[src/rtl/minmax_job_sequencer.sv]
// Two-requester round-robin job sequencer driving the min/max accelerator MMIO bus.
// Define MINMAX_SEQ_POLL_TIMEOUT_EN to bound trigger polling to POLL_LIMIT reads (res_err).
module minmax_job_sequencer #(
    parameter logic [31:0] ACC_BASE   = 32'hC200_0000,
    parameter int unsigned POLL_LIMIT = 64
) (
    input  logic         clk_i,
    input  logic         rst_ni,
    input  logic         req0_valid,
    output logic         req0_ready,
    input  logic [255:0] req0_data,
    input  logic         req1_valid,
    output logic         req1_ready,
    input  logic [255:0] req1_data,
    output logic         res_valid,
    input  logic         res_ready,
    output logic         res_id,
    output logic [31:0]  res_min,
    output logic [31:0]  res_max,
    output logic         res_err,
    output logic         acc_en,
    output logic         acc_wr,
    output logic [31:0]  acc_waddr,
    output logic [31:0]  acc_raddr,
    output logic [31:0]  acc_din,
    input  logic [31:0]  acc_dout,
    input  logic         acc_rready,
    input  logic         acc_wready
);

    localparam logic [31:0] MinAddr  = ACC_BASE + 32'h20;
    localparam logic [31:0] MaxAddr  = ACC_BASE + 32'h24;
    localparam logic [31:0] TrigAddr = ACC_BASE + 32'h28;

    typedef enum logic [3:0] {
        StIdle, StWrA, StWrAW, StWrT, StWrTW, StPoll, StPollW,
        StRdMin, StRdMinW, StRdMax, StRdMaxW, StDone
    } state_e;

    state_e        state_q, state_d;
    logic [255:0]  buf_q, buf_d;
    logic [2:0]    idx_q, idx_d;
    logic          last_q, last_d;
    logic          id_q, id_d;
    logic [31:0]   min_q, min_d;
    logic [31:0]   max_q, max_d;
    logic          grant_any;
    logic          grant_id;
    logic          poll_expired;

    assign grant_any = req0_valid | req1_valid;
    // On a tie the requester not granted last wins.
    assign grant_id  = (req0_valid & req1_valid) ? ~last_q : req1_valid;

`ifdef MINMAX_SEQ_POLL_TIMEOUT_EN
    localparam int unsigned CntW = $clog2(POLL_LIMIT + 1);

    logic [CntW-1:0] poll_cnt_q, poll_cnt_d;
    logic            err_q, err_d;

    assign poll_expired = (poll_cnt_q >= CntW'(POLL_LIMIT));

    always_comb begin
        poll_cnt_d = poll_cnt_q;
        err_d      = err_q;
        if (state_q == StWrT) begin
            poll_cnt_d = '0;
        end else if (state_q == StPoll) begin
            poll_cnt_d = poll_cnt_q + 1'b1;
        end
        if (state_q == StIdle && grant_any) begin
            err_d = 1'b0;
        end else if (state_q == StPollW && acc_rready && acc_dout != '0 && poll_expired) begin
            err_d = 1'b1;
        end
    end

    always_ff @(posedge clk_i) begin
        if (!rst_ni) begin
            poll_cnt_q <= '0;
            err_q      <= 1'b0;
        end else begin
            poll_cnt_q <= poll_cnt_d;
            err_q      <= err_d;
        end
    end

    assign res_err = err_q;
`else
    assign poll_expired = 1'b0;
    assign res_err      = 1'b0;
`endif

    always_comb begin
        state_d = state_q;
        buf_d   = buf_q;
        idx_d   = idx_q;
        last_d  = last_q;
        id_d    = id_q;
        min_d   = min_q;
        max_d   = max_q;
        unique case (state_q)
            StIdle: begin
                if (grant_any) begin
                    state_d = StWrA;
                    buf_d   = grant_id ? req1_data : req0_data;
                    id_d    = grant_id;
                    last_d  = grant_id;
                    idx_d   = '0;
                end
            end
            StWrA:  state_d = StWrAW;
            StWrAW: begin
                if (acc_wready) begin
                    idx_d = idx_q + 3'd1;
                    if (idx_q == 3'd7) begin
                        state_d = StWrT;
                    end else begin
                        state_d = StWrA;
                    end
                end
            end
            StWrT:  state_d = StWrTW;
            StWrTW: if (acc_wready) state_d = StPoll;
            StPoll: state_d = StPollW;
            StPollW: begin
                if (acc_rready) begin
                    if (acc_dout == '0) begin
                        state_d = StRdMin;
                    end else if (poll_expired) begin
                        state_d = StDone;
                        min_d   = '0;
                        max_d   = '0;
                    end else begin
                        state_d = StPoll;
                    end
                end
            end
            StRdMin: state_d = StRdMinW;
            StRdMinW: begin
                if (acc_rready) begin
                    min_d   = acc_dout;
                    state_d = StRdMax;
                end
            end
            StRdMax: state_d = StRdMaxW;
            StRdMaxW: begin
                if (acc_rready) begin
                    max_d   = acc_dout;
                    state_d = StDone;
                end
            end
            StDone:  if (res_ready) state_d = StIdle;
            default: state_d = StIdle;
        endcase
    end

    // Bus strobes are driven only in issue states, so acc_en can never appear in a wait state.
    always_comb begin
        acc_en    = 1'b0;
        acc_wr    = 1'b0;
        acc_waddr = '0;
        acc_raddr = '0;
        acc_din   = '0;
        case (state_q)
            StWrA: begin
                acc_en    = 1'b1;
                acc_wr    = 1'b1;
                acc_waddr = ACC_BASE + {27'd0, idx_q, 2'b00};
                acc_din   = buf_q[{idx_q, 5'd0} +: 32];
            end
            StWrT: begin
                acc_en    = 1'b1;
                acc_wr    = 1'b1;
                acc_waddr = TrigAddr;
                acc_din   = 32'h1;
            end
            StPoll: begin
                acc_en    = 1'b1;
                acc_raddr = TrigAddr;
            end
            StRdMin: begin
                acc_en    = 1'b1;
                acc_raddr = MinAddr;
            end
            StRdMax: begin
                acc_en    = 1'b1;
                acc_raddr = MaxAddr;
            end
            default: ;
        endcase
    end

    assign req0_ready = (state_q == StIdle) & grant_any & ~grant_id;
    assign req1_ready = (state_q == StIdle) & grant_any & grant_id;
    assign res_valid  = (state_q == StDone);
    assign res_id     = id_q;
    assign res_min    = min_q;
    assign res_max    = max_q;

    always_ff @(posedge clk_i) begin
        if (!rst_ni) begin
            state_q <= StIdle;
            buf_q   <= '0;
            idx_q   <= '0;
            last_q  <= 1'b1;
            id_q    <= 1'b0;
            min_q   <= '0;
            max_q   <= '0;
        end else begin
            state_q <= state_d;
            buf_q   <= buf_d;
            idx_q   <= idx_d;
            last_q  <= last_d;
            id_q    <= id_d;
            min_q   <= min_d;
            max_q   <= max_d;
        end
    end

endmodule

[config.mk]
export PLATFORM = sky130hd
export DESIGN_NAME = minmax_job_sequencer
export DESIGN_NICKNAME = d
export VERILOG_FILES = /design/src/rtl/minmax_job_sequencer.sv
export SDC_FILE = /design/constraint.sdc
export NUM_CORES = 1
export LEC_CHECK = 0
export ABC_AREA = 1
export CAP_MARGIN = 20
export CORE_AREA = 10 10 267 269
export DETAILED_ROUTE_END_ITERATION = 8
export DIE_AREA = 0 0 277 279
export PLACE_DENSITY_LB_ADDON = 0.1
export SLEW_MARGIN = 20
export SYNTH_ARGS = -nofsm -noshare
export SYNTH_HDL_FRONTEND = slang
export SYNTH_SLANG_ARGS = --single-unit
[constraint.sdc]
create_clock -name clk_i -period 1.4 [get_ports clk_i]
set_input_delay 0.14 -clock clk_i [delete_from_list [all_inputs] [get_ports clk_i]]
set_output_delay 0.14 -clock clk_i [all_outputs]
set_load 0.02 [all_outputs]
==> impl_metrics.env <==
export IMPL_status="complete, but fails checks"
export IMPL_violations="negative setup slack"
export IMPL_drive_above_1_share=0.2389
export IMPL_intPower_mw=22.98
export IMPL_num_rows=94
export IMPL_antenna_found_initial=21
export IMPL_crit_path_top_delay_cell="dfxtp_4"
export IMPL_ys_seq_area_frac=0.4245
export IMPL_p_total_mw=34.56
export IMPL_switchingPower_mw=11.57
export IMPL_io_buffers=665
export IMPL_synth_cell_types=25
export IMPL_synth_warnings=0
export IMPL_core_area_um2=65630
export IMPL_grt_pass1_vias=19680
export IMPL_post_drt_wl_per_cell_um=26.04
export IMPL_post_place_ws_ns=-0.6115
export IMPL_crit_chain="inv_8 -> buf_12 -> buf_12 -> nor2_1 -> o22ai_4 -> a22o_4 -> buf_12"
export IMPL_grt_pass1_wl_um=136700
export IMPL_clk_latency_ns=0.59
export IMPL_hp_class="in2reg"
export IMPL_cts_hold_buf=0
export IMPL_synthTopCellsByArea="dfxtp_1 (42%), nand2_1 (20%), a31oi_1 (10%), nor2_1 (7.2%), o21ai_0 (6.3%)"
export IMPL_critPathArrivalTime_ns=2.16
export IMPL_antenna_left=0
export IMPL_first_pass_iters=7
export IMPL_cts_clk_slew_worst_paths_ns=0.06
export IMPL_p_leak_nw=11.74
export IMPL_vias=20110
export IMPL_cts_sinks=329
export IMPL_die_y_um=279
export IMPL_rsz0062_at_grt="true"
export IMPL_setup_viol=443
export IMPL_vias_per_cell=4.950
export IMPL_cts_tree="yes"
export IMPL_seqPwrFrac=0.333
export IMPL_critPathMaxStageDelay_ns=0.43
export IMPL_path_class="reg2out"
export IMPL_p_per_area_nw_per_um2=1142
export IMPL_drv_cap=0
export IMPL_swShare=0.3349
export IMPL_fin_hold_ws_ns=0.05821
export IMPL_end_kind="output port"
export IMPL_hold_violations=0
export IMPL_synth_top_area_share=0.4245
export IMPL_layout_worst_path_cycle_share=1.646
export IMPL_multi_input_area_um2=9315
export IMPL_grt_overflow_total=0
export IMPL_totalWireLength_um=105800
export IMPL_combPwrFrac=0.355
export IMPL_ir_drop_mv=0.7557
export IMPL_die_area_um2=77280
export IMPL_finClkSkew_ns=0.01915
export IMPL_syn_avg_cell_area_um2=6.820
export IMPL_num_nets_final=3707
export IMPL_gp_congestion=0.8973
export IMPL_crit_top_cell="buf_12"
export IMPL_root_buffer="clkbuf_16"
export IMPL_synth_seq_cells=329
export IMPL_syn_cell_area_um2=15520
export IMPL_drtIter0Drc=1420
export IMPL_grt_use_total=0.2354
export IMPL_area_growth_pct=94.99
export IMPL_start_util=0.2364
export IMPL_cts_path_max_buffers=3
export IMPL_syn_inst=2275
export IMPL_io_pins=718
export IMPL_post_route_min_period_ns=2.304
export IMPL_setup_ws_ns=-0.9044
export IMPL_pwr_share_clk=0.313
export IMPL_slew_viol_final=0
export IMPL_yosysTopAreaCell="dfxtp_1"
export IMPL_max_freq_ghz=0.4340
export IMPL_critPathRequiredTime_ns=1.26
export IMPL_post_dp_hpwl_um=77460
export IMPL_seq_area_um2=6599
export IMPL_crit_fanout=8
export IMPL_grt_start_max_net_pins=68
export IMPL_cts_made_buffers=43
export IMPL_fill_cells=6569
export IMPL_cts_htree_levels=2
export IMPL_worstSetupStartpointType="flop"
export IMPL_drc=0
export IMPL_die_w_um=277
==> cells by family after synthesis <==
family,after synthesis,synth area share
compound gates,557,0.2140
fa+ha+maj,2,0.001613
buf+inv,262,0.08515
flops,329,0.4245
other cells,1,0.0002417
simple gates,1124,0.2745
==> cells in the mapped netlist <==
master    number
nor2_1       299
o22ai_1       64
o211ai_1       1
buf_2         69
a21oi_1        9
ha_1           2
nand2_1      809
nand2_2        1
conb_1         1
nor3_1         2
dfxtp_1      329
nor2_2         1
buf_1          6
inv_2          4
nand3_1        6
o21ai_4        1
a31oi_1      256
buf_4         67
a22o_1        31
nand4_1        4
o21bai_1       1
nor2_4         2
clkbuf_1      96
o21ai_0      194
inv_1         20
==> path summary, 6_finish.rpt <==
| path | start | to | slack, ns | depth (start not counted) |
|---|---|---|---|---|
| worst max-delay path | idx_q[0] | acc_din[31] | -0.90 | 7 |
| worst min-delay path | rst_ni | res_id | 0.06 | 3 |
| worst max register to register | state_q[0] | buf_q[29] | -0.58 | 11 |
| worst min register to register | last_q | last_q | 0.47 | 2 |
==> sequential cells by signal, summed over array words and instances, names as in the netlist <==
| name | count |
|---|---|
| buf_q | 256 |
| res_max | 32 |
| res_min | 32 |
| state_q | 4 |
| idx_q | 3 |
| last_q | 1 |
| res_id | 1 |
==> power by group through the flow <==
stage	Sequential, mW	Combinational (mW)	Clock (mW)
floorplan	10.8	4.37	0
detailed placement	11.6	8.80	0
CTS	11.4	9.38	11.0
global placement	11.6	8.78	0
finish	11.5	12.3	10.8
global route	11.5	13.0	11.4
==> stage by stage <==
step / setup TNS (ns) / instance area, um^2 / std cells / util
finish: -182.50 / 30260 / 4063 / 0.4610
global route: -219.03 / 30250 / 4062 / 0.4610
CTS: -180.56 / 26890 / 3943 / 0.4098
detailed placement: -141.38 / 24890 / 3851 / 0.3793
global placement: -137.85 / 24890 / 3851 / 0.3793
floorplan: -8.627 / 16200 / 2326 / -
==> worst max-delay path: cells and delay by family, from the launching register on <==
family                 cells  cell delay, ns
AOI/OAI and AO/OA          2            0.44
and+or+nand+nor            1            0.19
DFF                        1            0.43
buffers and inverters      4            0.50
==> repair_timing <==
action	in CTS	in global routing
setup endpoints to repair	443	443
resized for setup	310	415
cloned	2	62
hold endpoints to repair	0	0
pin swaps	19	159
setup buffers	14	47
==> metal layers <==
metal	part of all wire	wire, um	global-route usage	vias to the layer above
met5	0.00052	55	0	-
met4	0.025	2676	0.06718	8
met3	0.073	7708	0.06771	135
met2	0.50	53170	0.4176	772
met1	0.40	42200	0.2710	9851
li1	-	-	-	9344
==> area by class of cell <==
class | count | share of cell area
diodes | 14 | 0.001158
clock buffers | 65 | 0.04094
clock inverters | 11 | 0.003267
inverters | 24 | 0.003970
multi-input cells | 1735 | 0.3079
flip-flops and latches | 329 | 0.2181
well taps | 864 | 0.03573
repair buffers | 1021 | 0.3889
==> placed cells by master (no fill, tap or decap), drive strengths merged <==
master and instances:
nand2 810, clkdlybuf4s50 614, buf 358, dfxtp 329, nor2 302, a31oi 256
o21ai 195, clkbuf 114, o22ai 64, conb 52, a22o 31, inv 28
diode 14, a21oi 9, nand3 6, clkinv 5, nand4 4, nor3 2
ha 2, o21bai 1, o211ai 1, clkinvlp 1, bufinv 1
(Power assumes the default switching activity.)
==> edit (same flow settings) <==
Encoding of `state_e`: now one-hot (12 bits for 12 states).
--- a/src/rtl/minmax_job_sequencer.sv
+++ b/src/rtl/minmax_job_sequencer.sv
@@ -32,9 +32,9 @@
     localparam logic [31:0] MaxAddr  = ACC_BASE + 32'h24;
     localparam logic [31:0] TrigAddr = ACC_BASE + 32'h28;
 
-    typedef enum logic [3:0] {
-        StIdle, StWrA, StWrAW, StWrT, StWrTW, StPoll, StPollW,
-        StRdMin, StRdMinW, StRdMax, StRdMaxW, StDone
+    typedef enum logic [11:0] {
+        StIdle = 12'b000000000001, StWrA = 12'b000000000010, StWrAW = 12'b000000000100, StWrT = 12'b000000001000, StWrTW = 12'b000000010000, StPoll = 12'b000000100000, StPollW = 12'b000001000000,
+        StRdMin = 12'b000010000000, StRdMinW = 12'b000100000000, StRdMax = 12'b001000000000, StRdMaxW = 12'b010000000000, StDone = 12'b100000000000
     } state_e;
 
     state_e        state_q, state_d;
Behaviour: same outputs for any inputs over 4 cycles, from zero or initial values and one cycle with rst_ni low; so few cycles prove little.
==> edit against the original RTL <==
- the run still ends with negative setup slack left
- sequential share of layout area fell by 1.3 points
- design area up 9.1%
- routed wire length rose by 2.5%
- worst hold slack improved by 0.075 ns
- worst setup slack worse by 0.13 ns
- via count is 4.7% higher
- sequential cell count is 8 higher
- synthesized cell count rose by 7.8%
- synthesized area is 5.8% higher
- largest cell class unchanged
Power is not compared: it rests on default switching activity, and its combinational part moved more than twofold at a synthesized area within 25%.
==> edit: results (changes against the original RTL) <==
GRT Total Usage=0.2479 (+0.01247); cell family with most CP delay=compound AO/OA/AOI/OAI gates; failing checks=negative setup slack; slowest stage delay, CP=0.45 ns (+0.02 ns); most flop-heavy register=buf_q; max reg flops=256 (unchanged); # port buffers=665 (unchanged); Mapped Avg Cell Area=6.692 µm² (-1.9%); Synth async-reset ratio=0 (unchanged); DRT Pass-1 Iters=7 (unchanged); cts bufs inserted=43 (unchanged); post-synthesis sequential area ratio=0.4110 (-0.01347); placed cell areas=25710 µm² (+3.3%); post-synthesis compound-gate area fraction=0.2098 (-0.004167); first-pass GRT wire length=143500 µm (+5.0%); Vias/cell=4.956 (+0.13%); Worst Tran Pin Value=approximately 0.53 ns; R2R Path Start=state_q[7]; Arrival @ worst endpoint=2.29 ns (+0.13 ns); Via Count=21054 (+4.7%); Hold Slack=0.1328 ns (+0.07460 ns); largest net degree at the start of global routing=66 (-2.9%); multiplexer area fraction after synthesis=0 (unchanged); Hold Path Class=input port to register; Hold EP=buf_q[127]; synth cell count leaders=nand2_1, dfxtp_1, a31oi_1; adder-cell area share of the yosys netlist=0.001525 (-0.00008827); R2R cell count=14 (+3); Placed Cells incl. Taps=4006 (+4.0%); Iteration-0 DRC Markers=1459 (+2.7%); layout cells sized above 1=0.3028 (+0.06386); DP Wirelength=76420 µm (-1.3%); crit-path max FO=15 (+7); post-CTS setup buffer count=70 (+56); Final #Nets=3891 (+5.0%); Reg clk slew, reported paths=0.06 ns (about the same); synth unique cells=32 (+28%); main area contributors after synthesis=dfxtp_1, nand2_1, a31oi_1; Gates resized, CTS repair=487 (+57%); worst slack at placement=-1.205 ns (-0.5939 ns); VDD IR max=between 0.8 and 0.9 mV; launch point of the worst hold path=req0_data[127]; global placement routability congestion=0.9041 (+0.76%); CTS H-tree lvls=2 (unchanged); antenna violations before repair=16 (-24%); reg-to-reg slack, setup=-0.90 ns (-0.32 ns); Filler cells=6262 (-4.7%); # hold bufs at CTS=1 (+1); maximum root-to-sink buffer count=3 (unchanged); clk_skew=0.01124 ns (-0.007914 ns); outcome=finished, violations left; PnR worst setup slack=-1.032 ns (-0.1280 ns); Post-synth EDFFs=0 (unchanged); drt total wl=108400 µm (+2.5%); setup tns final=-306.46 ns (-123.96 ns); Critical-path top delay cell=dfxtp_4; Worst R2R End=buf_q[147]; Finish-stage setup viols=452 (+2.0%)
==> edit: final cells by class <==
type	instances	area, µm²	share of cell area
Tap cell	864	1081	0.03276
Inverter	101	417.9	0.01266
Clock buffer	65	1290	0.03909
Clock inverter	14	191.4	0.005801
Antenna cell	12	30.03	0.0009100
Multi-Input combinational cell	1820	11220	0.3400
Timing Repair inverter	2	17.52	0.0005308
Timing Repair Buffer	1033	11980	0.3630
Sequential cell	337	6773	0.2052
==> edit: worst reg2reg max path, delay by kind of cell, from the launching register on <==
kind | cells | cell delay, ns
flip-flops | 1 | 0.33
buffers and inverters | 7 | 0.97
AND/OR/NAND/NOR | 6 | 0.82
AO/OA/AOI/OAI | 1 | 0.08
==> edit: routing by layer <==
metal | share of wire | GRT usage | up-vias | wire length [µm]
met3 | 0.062 | 0.05831 | 179 | 6756
met1 | 0.40 | 0.2844 | 10200 | 42840
met5 | 0.00065 | 0 | - | 70
met2 | 0.50 | 0.4384 | 833 | 54370
met4 | 0.040 | 0.09812 | 12 | 4368
li1 | - | - | 9830 | -
==> edit: worst max-delay path by stage <==
stage | slack (ns) | startpoint | end | depth (start not counted)
2_1_floorplan | -0.22 | state_q[6] | buf_q[171] | 9
5_1_grt | -1.04 | idx_q[0] | acc_din[16] | 8
3_3_place_gp | -1.21 | idx_q[0] | acc_din[31] | 7
3_5_place_dp | -1.21 | idx_q[0] | acc_din[31] | 7
4_1_cts | -1.08 | idx_q[0] | acc_din[11] | 7
6_report | -1.03 | idx_q[0] | acc_din[15] | 7
==> edit: power breakdown <==
part           leakage (nW)  switching, mW  total, mW  internal (mW)
Combinational          9.26           15.4       30.8           15.4
Sequential             2.76           3.09       15.2           12.1
Clock                 0.728           4.71       11.8           7.12
Total                  12.7           23.2       57.9           34.7
